**config.mk**
```make
export PLATFORM = sky130hd
export DESIGN_NAME = pipe_stage_reg
export DESIGN_NICKNAME = d
export VERILOG_FILES = /design/src/rtl/pipe_pkg.sv /design/src/rtl/pipe_slot.sv /design/src/rtl/pipe_stage_reg.sv
export SDC_FILE = /design/constraint.sdc
export NUM_CORES = 1
export LEC_CHECK = 0
export CAP_MARGIN = 20
export CORE_MARGIN = 2
export CORE_UTILIZATION = 50
export DETAILED_ROUTE_END_ITERATION = 10
export PLACE_DENSITY = 0.8
export SYNTH_ARGS = -nofsm -noshare
export SYNTH_HDL_FRONTEND = slang
export SYNTH_SLANG_ARGS = --single-unit
```
**constraint.sdc**
```tcl
create_clock -name Clk -period 2.8 [get_ports Clk]
set_clock_uncertainty 0.05 [all_clocks]
set_input_delay 0.56 -clock Clk [delete_from_list [all_inputs] [get_ports Clk]]
set_output_delay 0.56 -clock Clk [all_outputs]
set_load 0.1 [all_outputs]
```
**src/rtl/pipe_pkg.sv**
```systemverilog
// Shared pipeline definitions: per-stage control widths and the stage-register state encoding.
package pipe_pkg;

    localparam int WB_CTRL_W     = 2;  // RegWrite, MemtoReg
    localparam int MEM_CTRL_W    = 3;  // Branch, MemRead, MemWrite
    localparam int EX_CTRL_W     = 4;  // RegDst, ALUOp[1:0], ALUSrc
    localparam int EX_MEM_CTRL_W = WB_CTRL_W + MEM_CTRL_W;
    localparam int ID_EX_CTRL_W  = EX_CTRL_W + EX_MEM_CTRL_W;

    localparam logic [1:0] EMPTY = 2'd0;
    localparam logic [1:0] FULL  = 2'd1;
    localparam logic [1:0] SKID  = 2'd2;

    typedef enum logic [1:0] {
        ST_EMPTY = EMPTY,
        ST_FULL  = FULL,
        ST_SKID  = SKID
    } stage_state_e;

endpackage

```
**src/rtl/pipe_slot.sv**
```systemverilog
// Single {valid, ctrl, data} holding register with load and clear.
module pipe_slot #(
    parameter int CTRL_W = 5,
    parameter int DATA_W = 32
) (
    input  logic              Clk,
    input  logic              Reset_n,
    input  logic              Load,
    input  logic              Clear,
    input  logic [CTRL_W-1:0] D_Ctrl,
    input  logic [DATA_W-1:0] D_Data,
    output logic              Q_Valid,
    output logic [CTRL_W-1:0] Q_Ctrl,
    output logic [DATA_W-1:0] Q_Data
);

    logic              valid_r;
    logic [CTRL_W-1:0] ctrl_r;
    logic [DATA_W-1:0] data_r;

    // Clear only drops validity so the payload keeps its last value
    always_ff @(posedge Clk or negedge Reset_n) begin
        if (!Reset_n) begin
            valid_r <= 1'b0;
            ctrl_r  <= '0;
            data_r  <= '0;
        end else if (Clear) begin
            valid_r <= 1'b0;
        end else if (Load) begin
            valid_r <= 1'b1;
            ctrl_r  <= D_Ctrl;
            data_r  <= D_Data;
        end
    end

    assign Q_Valid = valid_r;
    assign Q_Ctrl  = ctrl_r;
    assign Q_Data  = data_r;

endmodule

```
**src/rtl/pipe_stage_reg.sv**
```systemverilog
// Generic valid/ready pipeline stage register with flush, zeroed bubble control and optional skid entry.
module pipe_stage_reg #(
    parameter int DATA_W = 32,
    parameter int CTRL_W = pipe_pkg::EX_MEM_CTRL_W,
    parameter int SKID   = 1
) (
    input  logic              Clk,
    input  logic              Reset_n,
    input  logic              Flush,
    input  logic              In_Valid,
    output logic              In_Ready,
    input  logic [CTRL_W-1:0] In_Ctrl,
    input  logic [DATA_W-1:0] In_Data,
    output logic              Out_Valid,
    input  logic              Out_Ready,
    output logic [CTRL_W-1:0] Out_Ctrl,
    output logic [DATA_W-1:0] Out_Data,
    output logic [1:0]        Occupancy
);

    import pipe_pkg::*;

    stage_state_e      state_r, state_nxt_s;
    logic              main_valid_s, skid_valid_s;
    logic [CTRL_W-1:0] main_ctrl_s, skid_ctrl_s, main_d_ctrl_s;
    logic [DATA_W-1:0] main_data_s, skid_data_s, main_d_data_s;
    logic              in_ready_s, in_fire_s, out_fire_s;
    logic              load_main_s, load_skid_s, clr_main_s, clr_skid_s, main_from_skid_s;

    generate
        if (SKID != 0) begin : g_skid
            // Ready depends only on flop state, never on Out_Ready
            assign in_ready_s = Reset_n & ~skid_valid_s;

            pipe_slot #(.CTRL_W(CTRL_W), .DATA_W(DATA_W)) u_skid (
                .Clk     (Clk),
                .Reset_n (Reset_n),
                .Load    (load_skid_s),
                .Clear   (clr_skid_s),
                .D_Ctrl  (In_Ctrl),
                .D_Data  (In_Data),
                .Q_Valid (skid_valid_s),
                .Q_Ctrl  (skid_ctrl_s),
                .Q_Data  (skid_data_s)
            );
        end else begin : g_noskid
            assign in_ready_s   = Reset_n & (~main_valid_s | Out_Ready);
            assign skid_valid_s = 1'b0;
            assign skid_ctrl_s  = '0;
            assign skid_data_s  = '0;
        end
    endgenerate

    assign in_fire_s     = In_Valid & in_ready_s;
    assign out_fire_s    = main_valid_s & Out_Ready;
    assign main_d_ctrl_s = main_from_skid_s ? skid_ctrl_s : In_Ctrl;
    assign main_d_data_s = main_from_skid_s ? skid_data_s : In_Data;

    pipe_slot #(.CTRL_W(CTRL_W), .DATA_W(DATA_W)) u_main (
        .Clk     (Clk),
        .Reset_n (Reset_n),
        .Load    (load_main_s),
        .Clear   (clr_main_s),
        .D_Ctrl  (main_d_ctrl_s),
        .D_Data  (main_d_data_s),
        .Q_Valid (main_valid_s),
        .Q_Ctrl  (main_ctrl_s),
        .Q_Data  (main_data_s)
    );

    // Next-state and entry load/clear decode; Flush overrides every transition
    always_comb begin
        state_nxt_s      = state_r;
        load_main_s      = 1'b0;
        load_skid_s      = 1'b0;
        clr_main_s       = 1'b0;
        clr_skid_s       = 1'b0;
        main_from_skid_s = 1'b0;
        if (Flush) begin
            state_nxt_s = ST_EMPTY;
            clr_main_s  = 1'b1;
            clr_skid_s  = 1'b1;
        end else begin
            case (state_r)
                ST_EMPTY: begin
                    if (in_fire_s) begin
                        state_nxt_s = ST_FULL;
                        load_main_s = 1'b1;
                    end else begin
                        state_nxt_s = ST_EMPTY;
                    end
                end
                ST_FULL: begin
                    if (in_fire_s && out_fire_s) begin
                        load_main_s = 1'b1;
                    end else if (in_fire_s && (SKID != 0)) begin
                        state_nxt_s = ST_SKID;
                        load_skid_s = 1'b1;
                    end else if (out_fire_s) begin
                        state_nxt_s = ST_EMPTY;
                        clr_main_s  = 1'b1;
                    end else begin
                        state_nxt_s = ST_FULL;
                    end
                end
                ST_SKID: begin
                    if (out_fire_s) begin
                        state_nxt_s      = ST_FULL;
                        load_main_s      = 1'b1;
                        main_from_skid_s = 1'b1;
                        clr_skid_s       = 1'b1;
                    end else begin
                        state_nxt_s = ST_SKID;
                    end
                end
                default: begin
                    state_nxt_s = ST_EMPTY;
                    clr_main_s  = 1'b1;
                    clr_skid_s  = 1'b1;
                end
            endcase
        end
    end

    // State register
    always_ff @(posedge Clk or negedge Reset_n) begin
        if (!Reset_n) begin
            state_r <= ST_EMPTY;
        end else begin
            state_r <= state_nxt_s;
        end
    end

    assign In_Ready  = in_ready_s;
    assign Out_Valid = main_valid_s;
    assign Out_Ctrl  = main_ctrl_s & {CTRL_W{main_valid_s}};
    assign Out_Data  = main_data_s;
    assign Occupancy = state_r;

endmodule

```
Yosys cells after proc, flatten, opt, wreduce, memory -nomap -nowiden

Cells that the tools add are included.

Bitwise logic cells: 7
Multiplexer cells: 29
Reduce and logical (&&, ||, !) cells: 8
Equality and inequality tests: 3

Operator list:

| cell                                          | number |
|---|---|
| 2-to-1 mux 32 bit                             | 1 |
| 2-to-1 mux 1 bit                              | 19 |
| 2-to-1 mux 2 bit                              | 4 |
| one-hot mux 2 bit (3 select lines)            | 1 |
| AND 5 bit                                     | 1 |
| 2-to-1 mux 5 bit                              | 1 |
| one-hot mux 1 bit (2 select lines)            | 2 |
| AND reduction 2 bit                           | 2 |
| nonzero test 2 bit                            | 2 |
| OR reduction 2 bit                            | 2 |
| AND 1 bit                                     | 3 |
| inequality test 3 bit, second input constant  | 1 |
| inverter 1 bit                                | 3 |
| one-hot mux 1 bit (3 select lines)            | 1 |
| == test 2 x 1 -> 1 bit, second input constant | 1 |
| == test 2 bit, second input constant          | 1 |
| zero test 2 bit                               | 1 |
| logical AND 1 bit                             | 1 |

Output and inout bits: 41
Word-level logic and storage cells: 54
Input port bits: 42
Register bits after elaboration: 78

Longest topological paths before layout

Gate-level depths: netlist of run 1.

Depth after elaboration: 9
Depth in mapped cells: 7

By module

From an unflattened synthesis of run 1, not the netlist that was laid out.

Cell total of the unflattened synthesis: 232
Area total of the unflattened synthesis: 3834.9 µm²

By module, submodules not included:

| module         | times used | cells each | area an instance (µm²) | sequential area each (µm²) |
|---|---|---|---|---|
| pipe_slot      | 2          | 82         | 1581.5                 | 950.9 |
| pipe_stage_reg | 1          | 68         | 671.9                  | 50.0 |

Worst setup path after synthesis of run 1

Ideal clock, no wire load.

Path kind: register to register
From: reg u_main.valid_r, in the netlist u_main.Q_Valid
To: reg u_main.data_r[0], in the netlist u_main.Q_Data[0]
Setup slack: 0.167 ns
Setup time: 0.125 ns
Stages on the path, launching flop included: 8
Arrival time: 2.457 ns
Cells stage by stage: dfrtp_1 > and2_1 > buf_2 > nor3b_1 > buf_4 > buf_6 > mux2_2 > mux2_2

Word-level cells in the longest chain between the ends: 8

RTL lines:

| element                            | RTL line                                    | RTL |
|---|---|---|
| from (decl)                        | pipe_slot.sv:17                             | `logic valid_r;` |
| from (signal assigned)             | pipe_slot.sv:24                             | `valid_r <= 1'b0;` |
| from (signal assigned)             | pipe_slot.sv:28                             | `valid_r <= 1'b0;` |
| from (signal assigned)             | pipe_slot.sv:30                             | `valid_r <= 1'b1;` |
| AND 1 bit (*)                      | pipe_stage_reg.sv:55                        | `assign out_fire_s = main_valid_s & Out_Ready;` |
| 2-to-1 mux 1 bit                   | pipe_stage_reg.sv:99, pipe_stage_reg.sv:107 |  |
| 2-to-1 mux 1 bit                   | pipe_stage_reg.sv:96                        | `end else if (in_fire_s && (SKID != 0)) begin` |
| 2-to-1 mux 1 bit                   | pipe_stage_reg.sv:94                        | `if (in_fire_s && out_fire_s) begin` |
| one-hot mux 1 bit (2 select lines) | pipe_stage_reg.sv:84                        | `case (state_r)` |
| 2-to-1 mux 1 bit                   | pipe_stage_reg.sv:79                        | `if (Flush) begin` |
| inverter 1 bit (no line)           | -                                           |  |
| AND reduction 2 bit (no line)      | -                                           |  |
| to (signal assigned)               | pipe_slot.sv:32                             | `data_r <= D_Data;` |
| to (decl)                          | pipe_slot.sv:19                             | `logic [DATA_W-1:0] data_r;` |

Mark *: on every way between the ends. The rest lies on a longest branch, timed or not.
A chain may end at the register's enable or synchronous reset.

Final worst setup path of run 1

From: in In_Valid
To: reg g_skid.u_skid.data_r[11], in the netlist g_skid.u_skid.Q_Data[11]

Word-level cells in the longest chain between the ends: 6

RTL lines:

| element                                               | RTL line                                   | RTL |
|---|---|---|
| from (decl)                                           | pipe_stage_reg.sv:10                       | `input logic In_Valid,` |
| AND 1 bit (*)                                         | pipe_stage_reg.sv:54                       | `assign in_fire_s = In_Valid & in_ready_s;` |
| 2-to-1 mux 1 bit or logical AND 1 bit (tied branches) | pipe_stage_reg.sv:96, pipe_stage_reg.sv:94 |  |
| 2-to-1 mux 1 bit (*)                                  | pipe_stage_reg.sv:94                       |  |
| 2-to-1 mux 1 bit (*)                                  | pipe_stage_reg.sv:84                       |  |
| 2-to-1 mux 1 bit (*)                                  | pipe_stage_reg.sv:79                       |  |
| AND reduction 2 bit (no line) (*)                     | -                                          |  |
| to (signal assigned)                                  | pipe_slot.sv:32                            |  |
| to (decl)                                             | pipe_slot.sv:19                            |  |

Marks and branches as above.

==> summary.md, run 1 <==
| Metric | Value |
|---|---|
| Max-Cap Viols | 0 |
| Final TNS setup | 0 ns |
| Drt pass-1 iters | 4 |
| Synth Area per Inst | 15.9 um2 |
| Top-area cell type share of the netlist area | between 50 and 60% |
| Input/output buffers | a little over 80 |
| Total GRT Usage | a little under a fifth |
| CTS tree | yes |
| Hold Slack | approximately 0.25 ns |
| Fmax | 449 MHz |
| Final WL | roughly 7000 um |
| Pwr Total | roughly 4.5 mW |
| Top FF cell, synth | dfrtp_1 |
| Post-cts sizing count | 0 |
| I/O pin count | just over 80 |
| Leak pwr | ~2.2 nW |
| Pwr per Cell Area | 950 nW/um2 |
| Initial antenna violation count | 0 |
| Worst slack at placement | 0.200 ns |
| Most frequent cell after synthesis | mux2_2 |
| Max Buffers Root-to-Sink | 2 |
| Post-DP HPWL | approximately 4600 um |
| Root Driver | clkbuf_8 |
| Post-CTS setup buffer count | 0 |
| Syn Inst Count | 230 |
| Initial DRC count | 54 |
| Register area share after synthesis | a little over half |
| Post-Syn Area | 3650 um2 |
| Clock Pin Slew Worst Setup and Hold Paths | 0.08 ns |
| Via count | ~2200 |
| Yosys top cell by area | dfrtp_1 |
| Die Width | 89.4 um |
| Vias per cell | 5.15 |
| Crit Path Class | input port to register |
| Flops & latches, synth | a little under 80 |
| Final setup fails | 0 |
| Antenna viol nets, final | 0 |
| Core box area | a little over 7000 um2 |
| Netlist cell types | 27 |
| Final min period | approximately 2.2 ns |
| WP data arrival | roughly 2.4 ns |
| Final Cell Area | roughly 4700 um2 |
| Max Fanout on Critical Path | 12 |
| Data required, critical path | 2.99 ns |
| Final-report max-slew violation count | 0 |
| Final setup margin | between 0.5 and 0.6 ns |
| Area Overhead vs Synth | 29.1% |
| Num rows | 31 |
| Post-route DRC | 0 |
| Mapped Nets | 272 |
| DP Area | between 4000 and 5000 um2 |
| Final Hold Viols | 0 |
| Final #Nets | 360 |
| Ant diodes | 0 |
| Gpl congestion | ~0.72 |
| Worst-margin pin slew | roughly 0.49 ns |
| RSZ-0062 raised after global routing | false |
| Vias in the first global route | 2268 |
| Die area | roughly 8000 um2 |
| Num CTS Buffers | 9 |
| Initial core utilization | between 50% and 60% |
| Ys Warns | 0 |
| Util after Layout | roughly two thirds |
| Slew margin rel. | 67.2% |
| Cell Count Post-Placement | approximately 400 |
| Htree depth | 3 |
| First-pass GRT wire length | between 10000 and 15000 um |
| Type of the worst min-delay path | input port to async pin |
| Synth area leaders | dfrtp_1 (53%), mux2_2 (25%), mux2_4 (12%), buf_6 (3.1%), and2_1 (1.0%) |
| Clk sinks | 78 |
| Async S/R FF share, synth | 100% |
| Commonest cells in the netlist | mux2_2 (81), dfrtp_1 (78), mux2_4 (30), buf_6 (10), and2_1 (6) |
| Peak supply drop | between 0.4 and 0.5 mV |
| Chip Height | roughly 90 um |
| Largest net degree at the start of global routing | 80 |
| Worst Setup Start Kind | input port |
| GRT Residual Overflow | 0 |
| Crit share post-route | about 80% |
| Status | complete, no violations |
| Crit end category | register |
| Hold buffer count at CTS | 0 |
| Wirelength per Cell | about 17 um |
| Share of layout cells above drive strength 1 | 56.7% |
| Post-synth EDFFs | 0 |
| Layout Cells excl Fill | 422 |
| Clock latency on the worst-skew pair | roughly 0.35 ns |
## worst max-delay path: stages
cell and delay [ns]:
clkdlybuf4s50_1 0.48, and4bb_2 0.29, nand2_2 0.08, or3_2 0.47, buf_4 0.23, mux2_4 0.31
## layout by cell type (no fill, tap or decap)
cell type | Yosys | routed
buf_4 | 1 | 45
dfrtp_1 | 78 | 78
mux2_2 | 81 | 81
o21ai_0 | 1 | 1
and2_1 | 6 | 6
a2bb2oi_1 | 1 | 1
a21boi_0 | 1 | 1
nor2b_1 | 1 | 1
and4bb_2 | 1 | 1
nor2_1 | 2 | 2
clkbuf_8 | 0 | 10
nor3b_2 | 0 | 1
mux2_4 | 30 | 30
nand3b_1 | 3 | 3
or3_2 | 0 | 1
nand2b_1 | 1 | 1
buf_12 | 0 | 5
clkdlybuf4s50_1 | 0 | 40
clkinv_2 | 0 | 2
clkinvlp_4 | 0 | 2
nand2_1 | 1 | 1
o22a_1 | 1 | 1
mux2i_1 | 1 | 1
a211oi_1 | 1 | 1
a21oi_2 | 1 | 1
bufinv_16 | 0 | 2
o21bai_1 | 1 | 1
o31ai_4 | 1 | 1
nand2_2 | 1 | 1
a21oi_1 | 1 | 1
## state kept, by name, indices dropped and copies added, names as in the netlist
name / count
Occupancy: 2
g_skid.u_skid.Q_Data: 32
g_skid.u_skid.Q_Ctrl: 5
u_main.Q_Ctrl: 5
g_skid.u_skid.Q_Valid: 1
u_main.Q_Data: 32
u_main.Q_Valid: 1
## report_power, final
part	leakage, nW	internal [mW]	switching [mW]
logic	1.09	0.591	1.33
registers	0.967	1.44	0.173
clock network	0.108	0.523	0.412
## layout make-up
type                       instances  area, um2
fill                             558       2460
clock buffer                      10        138
clock inverter                     6       85.1
tap                               99        124
sequential                        78       1950
timing repair buffer              90        838
multi-input combinational        139       1580
## path summary, 6_finish.rpt
path	start	end	slack, ns	cells past startpoint
setup / recovery	In_Valid	g_skid.u_skid.Q_Data[11]	0.57	6
hold / removal	Reset_n	g_skid.u_skid.Q_Data[14]	0.25	2
setup reg to reg	Occupancy[1]	g_skid.u_skid.Q_Data[11]	0.70	5
hold reg to reg	g_skid.u_skid.Q_Data[6]	g_skid.u_skid.Q_Data[6]	0.45	1
max in group asynchronous	Reset_n	u_main.Q_Valid	1.88	3
min in group Clk	g_skid.u_skid.Q_Data[6]	g_skid.u_skid.Q_Data[6]	0.45	1
## cell families (layout without fill, tap and decap cells)
logic type,Yosys count,in the layout,synth area share [%]
mux,112,112,37.6
flops,78,78,53.5
simple gates,18,18,3.19
buf+inv,13,106,3.53
compound gates,9,9,2.19
## per-layer routing
layer | share of wire [%] | wire (um) | global-route usage [%] | vias to the layer above
li1 | - | - | - | 1003
met1 | 43 | 3020 | 22.5 | 1107
met2 | 49 | 3450 | 30.2 | 52
met3 | 5.7 | 395 | 6.09 | 12
met4 | 1.7 | 117 | 7.33 | 0
met5 | 0 | 0 | 0 | -
Note: power is estimated with default switching activity, not from simulation.
==> run 2, diff against run 1 <==
clock period = 2.3 ns   (was 2.8 ns; I/O delays follow)
==> run 2 against run 1 <==
  * Via count fell by 0.78%
  * Register-to-register slack got worse by 0.46 ns
  * Flip-flop and latch count did not move
  * Critical endpoint is now u_main.Q_Data[9]
  * First-iteration DRC count fell by 7.4%
  * Largest cell class unchanged
  * Global-route usage fell by 0.089 points
==> summary.md, run 2 (synthesized netlist as in run 1, its figures left out) <==
| Metric | Value |
|---|---|
| Final setup fails | 0 |
| Max stage delay on crit path | about 0.50 ns |
| WP data arrival | 2.29 ns |
| Cell Count Post-Placement | between 400 and 500 |
| Clock latency on the worst-skew pair | approximately 0.35 ns |
| Area Overhead vs Synth | 29.1% |
| Met3 wire length | 261 um |
| Data required, critical path | approximately 2.5 ns |
| Num CTS Buffers | 9 |
| Clk sinks | 78 |
| Via count | ~2200 |
| Final min period | 2.10 ns |
| Final setup margin | 0.196 ns |
| Final Hold Viols | 0 |
| Die area | 8000 um2 |
| Wire length on met1 | 3280 um |
| Crit Path Class | input port to register |
| Gpl congestion | 0.791 |
| Metal2 WL | 3150 um |
| CP Cell Sequence | clkdlybuf4s50_1 > and2_1 > nor3b_2 > buf_4 > mux2_2 > mux2_2 |
| Post-DP HPWL | 4730 um |
| Clock Pin Slew Worst Setup and Hold Paths | roughly 0.08 ns |
| Slew margin rel. | between 60% and 70% |
| Highest routed layer | met4 |
| Chip Height | roughly 90 um |
| Initial antenna violation count | 0 |
| Num rows | 31 |
| Leak pwr | about 2.2 nW |
| RSZ-0062 raised after global routing | false |
| Worst slack at placement | -0.160 ns |
| Crit share post-route | approximately nine tenths |
| Commonest non-fill, non-tap cell in the layout | mux2_2 |
| Layout Cells excl Fill | around 430 |
| Max-Cap Viols | 0 |
| Antenna viol nets, final | 0 |
| Final #Nets | 367 |
| Total GRT Usage | 18.3% |
| Vias in the first global route | around 2200 |
| Commonest non-fill, non-tap cells in the layout | mux2_2 (81), dfrtp_1 (75), buf_4 (55) |
| Largest net degree at the start of global routing | 49 |
| Most frequent CP cell | mux2_2 |
| Final-report max-slew violation count | 0 |
| Delay-heaviest family, CP | buffers and inverters |
| Hold buffer count at CTS | 0 |
| Max Buffers Root-to-Sink | 2 |
| Input/output buffers | between 80 and 90 |
| Core box area | about 7000 um2 |
| I/O pin count | 83 |
| Final WL | between 6000 and 7000 um |
| Fmax | roughly 480 MHz |
| Buf/Inv on CP | 2 |
| Initial core utilization | between 50 and 60% |
| Worst Setup Start Kind | input port |
| Vias per cell | 5.03 |
| Max Fanout on Critical Path | 14 |
| Post-route DRC | 0 |
| Crit end category | register |
| Post-cts sizing count | 0 |
| Post-CTS setup buffer count | 0 |
| First-pass GRT wire length | 10900 um |
| Drt pass-1 iters | 2 |
| Share of layout cells above drive strength 1 | between 50% and 60% |
| Type of the worst min-delay path | input port to async pin |
| Ant diodes | 0 |
| Root Driver | clkbuf_8 |
| Final TNS setup | 0 ns |
| Pwr per Cell Area | around 1100 nW/um2 |
| Htree depth | 3 |
| GRT Residual Overflow | 0 |
| Initial DRC count | 50 |
| Peak supply drop | around 0.64 mV |
| Worst path slowest cell | clkdlybuf4s50_1 |
| CTS tree | yes |
| Status | complete, no violations |
| Wirelength per Cell | 15.9 um |
| Die Width | 89.4 um |
| Worst-margin pin slew | roughly 0.60 ns |
==> run 2: through the flow <==
| step | area [um2] | util [%] | hold WS [ns] | total power, mW |
|---|---|---|---|---|
| 6_report | 4710 | 65.7 | 0.0857 | 5.34 |
| 5_1_grt | 4710 | 65.7 | 0.101 | 5.57 |
| 4_1_cts | 4710 | 65.7 | 0.0711 | 5.39 |
| 3_5_place_dp | 4510 | 62.9 | 0.441 | 4.34 |
| 3_3_place_gp | 4510 | 62.9 | 0.431 | 4.30 |
| 2_1_floorplan | 3660 | - | 0.114 | 3.79 |
==> run 2: cell type report <==
| type | count | area (um2) |
|---|---|---|
| repair buffers | 97 | 853 |
| clock buffers | 11 | 141 |
| multi-input cells | 139 | 1580 |
| clock inverters | 5 | 58.8 |
| flip-flops and latches | 78 | 1960 |
| fillers | 523 | 2460 |
| well taps | 99 | 124 |
==> run 2: power by group <==
group          total [mW]  switching [mW]  leakage (nW)  internal [mW]
clock                1.04           0.507        0.0955          0.531
combinational        2.34            1.62          1.11          0.720
sequential           1.96           0.204         0.963           1.76
total                5.34            2.33          2.17           3.01
==> run 2: routing by layer <==
layer / vias up / GRT usage (%)
met5: - / 0
li1: 1021 / -
met1: 1078 / 25.3
met4: 0 / 9.77
met3: 9 / 3.42
met2: 49 / 27.5
==> run 2: final timing paths <==
| kind | from | to | slack (ns) | cells after the start |
|---|---|---|---|---|
| max reg2reg | u_main.Q_Valid | g_skid.u_skid.Q_Data[31] | 0.24 | 5 |
| max | Out_Ready | u_main.Q_Data[9] | 0.20 | 6 |
| min | Reset_n | u_main.Q_Data[31] | 0.09 | 2 |
| max in group asynchronous | Reset_n | u_main.Q_Valid | 1.12 | 3 |
| min in group Clk | g_skid.u_skid.Q_Data[1] | g_skid.u_skid.Q_Data[1] | 0.46 | 1 |
| min reg2reg | g_skid.u_skid.Q_Data[1] | g_skid.u_skid.Q_Data[1] | 0.46 | 1 |
